### src/rtl/hamming_pkg.sv
// Shared types and constants for the SECDED Hamming(16,11) decoder.
// Contents: FSM state enum, 2-bit status flag encodings, codeword geometry
// (widths and the Hamming positions that carry data bits).
package hamming_pkg;

  typedef enum logic [2:0] {
    ST_IDLE,
    ST_RD_LO,
    ST_RD_HI,
    ST_DECODE,
    ST_WR_LO,
    ST_WR_HI,
    ST_DONE
  } state_t;

  localparam logic [1:0] F_CLEAN  = 2'b00;
  localparam logic [1:0] F_SINGLE = 2'b01;
  localparam logic [1:0] F_DOUBLE = 2'b10;

  localparam int CW_BITS   = 16;
  localparam int DATA_BITS = 11;

  // Hamming position of data bit i: every non-power-of-two position 3..15.
  localparam int DATA_POS [DATA_BITS] = '{3, 5, 6, 7, 9, 10, 11, 12, 13, 14, 15};

endpackage

### src/rtl/hamming_secded_core.sv
// Combinational SECDED Hamming(16,11) check/correct stage.
// Ports: cw (16-bit codeword) in; data (11-bit corrected data), flag
// (CLEAN/SINGLE/DOUBLE) and syndrome (failing Hamming position) out.
module hamming_secded_core
  import hamming_pkg::*;
(
  input  logic [CW_BITS-1:0]   cw,
  output logic [DATA_BITS-1:0] data,
  output logic [1:0]           flag,
  output logic [3:0]           syndrome
);

  logic                 parity;
  logic                 correct;
  logic [DATA_BITS-1:0] data_raw;
  logic [DATA_BITS-1:0] flip;

  always_comb begin
    syndrome[3] = ^cw[15:8];
    syndrome[2] = ^{cw[15:12], cw[7:4]};
    syndrome[1] = ^{cw[15:14], cw[11:10], cw[7:6], cw[3:2]};
    syndrome[0] = ^{cw[15], cw[13], cw[11], cw[9], cw[7], cw[5], cw[3], cw[1]};
    parity      = ^cw;

    flag    = F_CLEAN;
    correct = 1'b0;
    if (parity) begin
      // Odd overall parity: exactly one bit flipped. A zero syndrome means
      // p0 itself flipped, so no data bit needs repair.
      flag    = F_SINGLE;
      correct = 1'b1;
    end else if (syndrome != 4'd0) begin
      flag = F_DOUBLE;
    end

    // Only a syndrome pointing at a data position can change the data;
    // syndromes pointing at parity positions leave flip all-zero.
    for (int i = 0; i < DATA_BITS; i++) begin
      data_raw[i] = cw[DATA_POS[i]];
      flip[i]     = (int'(syndrome) == DATA_POS[i]);
    end

    data = correct ? (data_raw ^ flip) : data_raw;
  end

endmodule

### src/rtl/hamming_dec_engine.sv
// Memory-driven SECDED decoder: reads N_WORDS 16-bit codewords starting at
// SRC_BASE, writes {flag, 000, d[10:8]} / d[7:0] pairs starting at DST_BASE.
// Ports: clk, reset (async active-low), Init (sync hold/restart), memory read
// (raddr/rdata) and write (waddr/wdata/we) ports, done, error counters.
module hamming_dec_engine
  import hamming_pkg::*;
#(
  parameter int W        = 8,
  parameter int A        = 8,
  parameter int N_WORDS  = 15,
  parameter int SRC_BASE = 30,
  parameter int DST_BASE = 0
) (
  input  logic         clk,
  input  logic         reset,
  input  logic         Init,
  output logic [A-1:0] raddr,
  input  logic [W-1:0] rdata,
  output logic [A-1:0] waddr,
  output logic [W-1:0] wdata,
  output logic         we,
  output logic         done,
  output logic [3:0]   single_cnt,
  output logic [3:0]   double_cnt
);

  localparam int KW = (N_WORDS > 1) ? $clog2(N_WORDS) : 1;

  state_t               state_q, state_d;
  logic [KW-1:0]        k_q;
  logic [W-1:0]         lo_q, hi_q;
  logic [DATA_BITS-1:0] data_q, dec_data;
  logic [1:0]           flag_q, dec_flag;
  logic [3:0]           syn_unused;
  logic                 last_word;
  logic [A-1:0]         word_off;

  hamming_secded_core u_core (
    .cw       ({hi_q, lo_q}),
    .data     (dec_data),
    .flag     (dec_flag),
    .syndrome (syn_unused)
  );

  assign last_word = (k_q == KW'(N_WORDS - 1));
  assign word_off  = A'(k_q) << 1;

  always_comb begin
    state_d = state_q;
    case (state_q)
      ST_IDLE:   state_d = ST_RD_LO;
      ST_RD_LO:  state_d = ST_RD_HI;
      ST_RD_HI:  state_d = ST_DECODE;
      ST_DECODE: state_d = ST_WR_LO;
      ST_WR_LO:  state_d = ST_WR_HI;
      ST_WR_HI:  state_d = last_word ? ST_DONE : ST_RD_LO;
      ST_DONE:   state_d = ST_DONE;
      default:   state_d = ST_IDLE;
    endcase
    if (Init) begin
      state_d = ST_IDLE;
    end
  end

  always_ff @(posedge clk or negedge reset) begin
    if (!reset) begin
      state_q <= ST_IDLE;
    end else begin
      state_q <= state_d;
    end
  end

  always_ff @(posedge clk or negedge reset) begin
    if (!reset) begin
      k_q        <= '0;
      lo_q       <= '0;
      hi_q       <= '0;
      data_q     <= '0;
      flag_q     <= F_CLEAN;
      single_cnt <= 4'd0;
      double_cnt <= 4'd0;
      done       <= 1'b0;
    end else if (Init) begin
      k_q        <= '0;
      single_cnt <= 4'd0;
      double_cnt <= 4'd0;
      done       <= 1'b0;
    end else begin
      case (state_q)
        ST_RD_LO: lo_q <= rdata;
        ST_RD_HI: hi_q <= rdata;
        ST_DECODE: begin
          data_q <= dec_data;
          flag_q <= dec_flag;
          if (dec_flag == F_SINGLE && single_cnt != 4'hF) begin
            single_cnt <= single_cnt + 4'd1;
          end
          if (dec_flag == F_DOUBLE && double_cnt != 4'hF) begin
            double_cnt <= double_cnt + 4'd1;
          end
        end
        ST_WR_HI: begin
          if (last_word) begin
            done <= 1'b1;
          end else begin
            k_q <= k_q + KW'(1);
          end
        end
        default: ;
      endcase
    end
  end

  // Memory port is decoded from the state register, so an asynchronous
  // reset kills an in-flight write in the same cycle.
  always_comb begin
    raddr = '0;
    waddr = '0;
    wdata = '0;
    we    = 1'b0;
    case (state_q)
      ST_RD_LO: raddr = A'(SRC_BASE) + word_off;
      ST_RD_HI: raddr = A'(SRC_BASE) + word_off + A'(1);
      ST_WR_LO: begin
        we    = 1'b1;
        waddr = A'(DST_BASE) + word_off;
        wdata = W'(data_q[7:0]);
      end
      ST_WR_HI: begin
        we    = 1'b1;
        waddr = A'(DST_BASE) + word_off + A'(1);
        wdata = W'({flag_q, 3'b000, data_q[10:8]});
      end
      default: ;
    endcase
  end

endmodule

### config.mk
export PLATFORM = sky130hd
export DESIGN_NAME = hamming_dec_engine
export DESIGN_NICKNAME = d
export VERILOG_FILES = /design/src/rtl/hamming_pkg.sv /design/src/rtl/hamming_secded_core.sv /design/src/rtl/hamming_dec_engine.sv
export SDC_FILE = /design/constraint.sdc
export NUM_CORES = 1
export LEC_CHECK = 0
export CORE_MARGIN = 5
export CORE_UTILIZATION = 55
export DETAILED_ROUTE_END_ITERATION = 6
export DONT_BUFFER_PORTS = 1
export GPL_TIMING_DRIVEN = 0
export PLACE_DENSITY = 0.77
export SKIP_LAST_GASP = 1
export SLEW_MARGIN = 25
export SYNTH_ARGS = -nofsm -noshare
export SYNTH_HDL_FRONTEND = slang
export SYNTH_SLANG_ARGS = --single-unit
### constraint.sdc
create_clock -name clk -period 2.9 [get_ports clk]
set_input_delay 0.58 -clock clk [delete_from_list [all_inputs] [get_ports clk]]
set_output_delay 0.58 -clock clk [all_outputs]
set_load 0.01 [all_outputs]
# Word-level counts from Yosys, hierarchy flattened
# Index checks and enable logic that the tools add are counted.
[word_totals]
regBits = 45
ramBits = 0
mem_count = 0
latch_bits = 0
mem_bits_ro = 0
[op_classes]
add_sub_neg = 6
eq_ne = 23
n_bitwise = 2
div = 0
muxes = 23
order_cmp = 0
reduce_logical = 22
shift = 0
mul = 0
[op_table]
columns = ["cell", "count"]
rows = [
  ["2-to-1 mux 4 bit", 9],
  ["XOR reduction 8 bit", 4],
  ["equality test 4 bit, second input constant", 7],
  ["one-hot mux 3 bit (7 select lines)", 1],
  ["one-hot mux 8 bit (2 select lines)", 1],
  ["XOR reduction 16 bit", 1],
  ["one-hot mux 7 bit (2 select lines)", 1],
  ["AND reduction 2 bit", 7],
  ["adder 4 x 1 -> 4 bit, second input constant", 3],
  ["equality test 4 x 3 -> 1 bit, second input constant", 3],
  ["one-hot mux 6 bit (2 select lines)", 1],
  ["2-to-1 mux 11 bit", 1],
  ["bitwise XOR 11 bit", 1],
  ["nonzero test 2 bit", 5],
  ["equality test 3 bit, second input constant", 3],
  ["!= test 4 bit, second input constant", 2],
  ["adder 6 x 1 -> 7 bit, second input constant", 1],
  ["adder 5 x 1 -> 6 bit, second input constant", 1],
  ["adder 5 x 5 -> 6 bit, first input constant", 1],
  ["equality test 3 x 2 -> 1 bit, second input constant", 2],
  ["2-to-1 mux 3 bit", 2],
  ["2-to-1 mux 1 bit", 5],
  ["equality test 4 x 1 -> 1 bit, second input constant", 1],
  ["equality test 4 x 2 -> 1 bit, second input constant", 1],
  ["10 further kinds", 12],
]

# Depth between registers and ports, before layout
[depth]
depth_word = 9
depth_mapped = 8
depth_no_buf = 7

# Modules after synthesis
# From an unflattened synthesis, not the netlist that was laid out.
[hier_totals]
hier_cells = 272
hier_area_um2 = 3040.4
[by_module_without_submodules]
columns = ["mod", "area_each_um2", "instances", "cells_each"]
rows = [
  ["hamming_dec_engine", 2317.2, 1, 201],
  ["hamming_secded_core", 723.2, 1, 71],
]

# Worst setup path after synthesis
# OpenSTA, ideal clock, no wires.
[synth_timing]
path_kind = "reg-to-reg"
from = "reg lo_q[5]"
to = "reg double_cnt[0]"
synth_period_minus_slack_ns = 2.074
arrival_ns = 1.949
required_time_ns = 2.775
stages_incl_launch_ff = 7
slack_ns = 0.826
cell_sequence = "dfrtp_1 xnor2_1 xor2_2 xnor2_1 xnor2_2 nor3b_2 mux2_2"
[synth_between]
elab_chain_len = 8
[synth_lines]
columns = ["item", "line_no", "rtl"]
rows = [
  ["from (decl)", "hamming_dec_engine.sv:31", "logic [W-1:0] lo_q, hi_q;"],
  ["from (signal assigned)", "hamming_dec_engine.sv:90", "ST_RD_LO: lo_q <= rdata;"],
  ["XOR reduction 8 bit (on tied branches)", "hamming_secded_core.sv:22, hamming_secded_core.sv:20", ""],
  ["nonzero test 4 bit", "hamming_secded_core.sv:32", "end else if (syndrome != 4'd0) begin"],
  ["2-to-1 mux 2 bit", "hamming_secded_core.sv:32", ""],
  ["2-to-1 mux 2 bit *", "hamming_secded_core.sv:27", "if (parity) begin"],
  ["equality test 2 bit *", "hamming_dec_engine.sv:98", "if (dec_flag == F_DOUBLE && double_cnt != 4'hF) begin"],
  ["logical AND 1 bit *", "hamming_dec_engine.sv:98", ""],
  ["nonzero test 2 bit (no line) *", "-", ""],
  ["AND reduction 2 bit (no line) *", "-", ""],
  ["to (signal assigned)", "hamming_dec_engine.sv:99", "double_cnt <= double_cnt + 4'd1;"],
  ["to (decl)", "hamming_dec_engine.sv:24", "output logic [3:0] double_cnt"],
]
# Every way passes the cells marked *; elsewhere a longest branch is shown, timed or not.
# A chain may end at the register's enable or synchronous reset.

# Final worst setup path
[layout_timing]
from = "reg state_q[2]"
to = "out wdata[4]"
[layout_between]
elab_chain_len = 2
[layout_lines]
columns = ["item", "line_no", "rtl"]
rows = [
  ["from (decl)", "hamming_dec_engine.sv:29", "state_t state_q, state_d;"],
  ["from (signal assigned)", "hamming_dec_engine.sv:69", "state_q <= state_d;"],
  ["equality test 3 bit", "hamming_dec_engine.sv:121", "case (state_q)"],
  ["one-hot mux 8 bit (2 select lines) *", "hamming_dec_engine.sv:121", ""],
  ["to (decl)", "hamming_dec_engine.sv:20", "output logic [W-1:0] wdata,"],
]
# Marked as above.

==> results.ini <==
[critical_path]
slowest_delay_ns = 0.47
critical_path_buf_inv_count = 2
cp_num_cells = 4
crit_chain = clkbuf_1 -> nand2b_1 -> clkbuf_1 -> nor3b_1
cp.arrival_ns = 1.81
cp.required_ns = 2.32
startpoint_type = flop
critical_path.top_delay_family = buffers and inverters
critPathCaptureType = primary output
crit_type = flop to primary output
cp_slowest_cell = nor3b_1
worstPathMaxFanout = 10
reg2reg_depth = 6
crit_top_cell = clkbuf_1

[global_routing]
grt_use_total_pct = 18.56
grt_pass1_vias = 2005
antenna_found_initial = 0
grt_max_degree = 46
grt-ovfl-total = 0
grt_first_pass_wirelength_um = 9294

[clocking]
clk_pin_slew_ns = 0.08
cts-root-buf = clkbuf_8
cts_max_path_buffers = 2
clock_sinks = 45
cts_tree = built
clk_latency_ns = 0.30
post-cts-setup-buffer-count = 0
cts_resized = 0
cts_buffers = 5
htree_levels = 2
hold_buffers = 1

[floorplanning]
initial_core_util_pct = 57.40
fp.dieH_um = 80.91
core-area_mm2 = 0.004817
rows = 25
die_w_um = 80.91
io_pins = 45
design.die.area_mm2 = 0.006546

[yosys]
synth.avg_cell_area_um2 = 10.02
ys_ff_latch = 45
yosysWarnings = 0
muxShareOfSynthArea_pct = 10.68
synth_top_cell_area_share_pct = 40.72
synth-seq-area-share_pct = 40.72
synth_top_area_cell = dfrtp_1
synth-compound-area-share_pct = 8.688
synth_cells = 276
yosys-top-cells-area = dfrtp_1, mux2_2, xor2_1
synth_xor_area_share_pct = 17.92
synth_fa_ha_area_share_pct = 2.262
synth_top_family_by_area = XOR/XNOR gates
synthDistinctLibCells = 38
synth_area_mm2 = 0.002765
synth-simple-area-share_pct = 16.20

[power]
swShare_pct = 47.48
p_clk_share_pct = 13.2
power_density_mw_per_mm2 = 1152
ir_drop_mv = 0.8571
switching_power_mw = 1.644
intPower_mw = 1.818
p_comb_share_pct = 58.3
pwr-share-seq_pct = 28.5
power.leakage_nw = 1.218

[timing]
worst-slew-pin-transition_ns = 0.8741
fmax_mhz = 418.8
tns_ns = 0
slew_headroom_pct = 41.41
fin_ws_ns = 0.5124
rsz0062_at_grt = false
setup_viol = 0
finalMaxSlewViolations = 0
finalClockSkew_ns = 0.01191
fin_crit_sh_pct = 82.33
finalHoldViolations = 0
period_needed_ns = 2.388
holdWs_ns = 0.1164

[placement]
dp_hpwl_um = 4076
place_ws_ns = 0.5904
portBuffers = 0
place.gp.congestion = 0.8332

[finish]
antenna_cells = 0
layout-drive-gt1-share_pct = 16.67
synthToLayoutAreaGrowth_pct = 8.688
final_nets = 304

[routing]
first_iter_violations = 143
vias_per_cell = 5.572
drt-total-wl_um = 5527
dr.pass1.iters = 4
ant_nets = 0
post_drt_wl_per_cell_um = 15.57
vias = 1978
drc_errors = 0

[flow_run]
maxCapViolCount = 0

[min_path]
hold_path_class = primary input to asynchronous set/reset pin

[status]
status = complete, no violations

-- synth_stat cells --
| cell type | count |
|---|---|
| nor3b_1 | 3 |
| xnor2_2 | 3 |
| conb_1 | 1 |
| xor2_2 | 7 |
| a221oi_1 | 1 |
| and3_1 | 1 |
| or4_1 | 2 |
| a21o_1 | 1 |
| and2_1 | 3 |
| nand4_1 | 2 |
| clkbuf_1 | 9 |
| nand3_1 | 8 |
| o2bb2ai_1 | 1 |
| nand2_1 | 5 |
| a31o_2 | 1 |
| a21oi_1 | 20 |
| dfrtp_1 | 45 |
| or2_2 | 1 |
| nor3b_2 | 1 |
| nand2b_1 | 6 |
| or3_1 | 1 |
| nor3_1 | 11 |
| o22ai_1 | 10 |
| buf_4 | 5 |
| xor2_1 | 21 |
| nor4_1 | 8 |
| a31oi_1 | 1 |
| nor2b_1 | 3 |
| a22oi_1 | 1 |
| o31ai_1 | 2 |
| mux2i_1 | 7 |
| inv_1 | 5 |
| o21ai_0 | 3 |
| buf_1 | 1 |
| nor2_1 | 34 |
| xnor2_1 | 17 |
| ha_1 | 5 |
| mux2_2 | 20 |
-- per-layer routing --
metal  track usage (%)  wire length [um]
met1             22.84              2429
met4             5.236                49
met3             5.543               341
met5                 0                 0
met2             31.53              2706
-- final timing paths --
| check | start | to | slack, ns |
|---|---|---|---|
| setup reg to reg | lo_q[5] | single_cnt[3] | 0.56 |
| hold reg to reg | data_q[3] | data_q[3] | 0.52 |
| setup / recovery | state_q[2] | wdata[4] | 0.51 |
| min in group clk | rdata[7] | lo_q[7] | 0.43 |
| max in group asynchronous | reset | lo_q[5] | 2.57 |
| hold / removal | reset | done | 0.12 |
-- power by group through the flow --
stage	logic, mW	clock network, mW	registers (mW)
floorplan	1.66	0	0.956
global placement	1.96	0	0.995
detailed placement	1.98	0	1.00
CTS	2.01	0.471	0.990
global route	2.21	0.497	1.02
finish	2.02	0.458	0.988
-- cells in the final DEF, fill, tap and decap left out, drive strengths merged, types with 2 or more instances in the layout --
cell    instances
nor3           11
xor2           28
clkbuf         14
o21ai           3
nor4            8
or4             2
nor3b           4
a21oi          20
o22ai          10
buf             7
ha              5
inv             5
nand4           2
and2            3
nand2b          6
nand3           8
mux2           20
mux2i           7
dfrtp          45
nor2           34
xnor2          20
nand2           5
nor2b           3
o31ai           2
conb            5
-- through the flow --
stage	cell area [um^2]	util [%]	total power, mW	std cells
after global routing	3005	62.39	3.725	355
after CTS	3005	62.39	3.467	355
final	3005	62.39	3.462	355
after detailed placement	2874	59.66	2.987	347
after global placement	2864	59.45	2.959	347
after floorplan	2780	-	2.618	280
-- cell type report --
type                    instances  area [um^2]
fillers                       423         1812
repair buffers                  1        27.53
flip-flops and latches         45         1126
inverters                       5        18.77
clock buffers                   5        68.82
clock inverters                 2        35.03
well taps                      67        83.83
multi-input cells             215         1570
plain buffers                  15        75.07
-- sequential cells by signal (all words and copies together), names as in the netlist --
register / flops
k_q: 4
single_cnt: 4
done: 1
lo_q: 8
data_q: 11
state_q: 3
hi_q: 8
double_cnt: 4
flag_q: 2
-- cells by family after synthesis --
logic type	count (synthesis)
mux	27
flops	45
fa+ha+maj	5
xor+xnor	48
compound gates	41
other cells	1
simple gates	89
buf+inv	20
-- worst register-to-register path: cells and delay by family (launching register included) --
kind	cells	cell delay (ns)
AOI/OAI and AO/OA	1	0.15
xor gates and xnor gates	4	1.15
and+or+nand+nor	1	0.51
DFF	1	0.46
(Power assumes the default switching activity.)
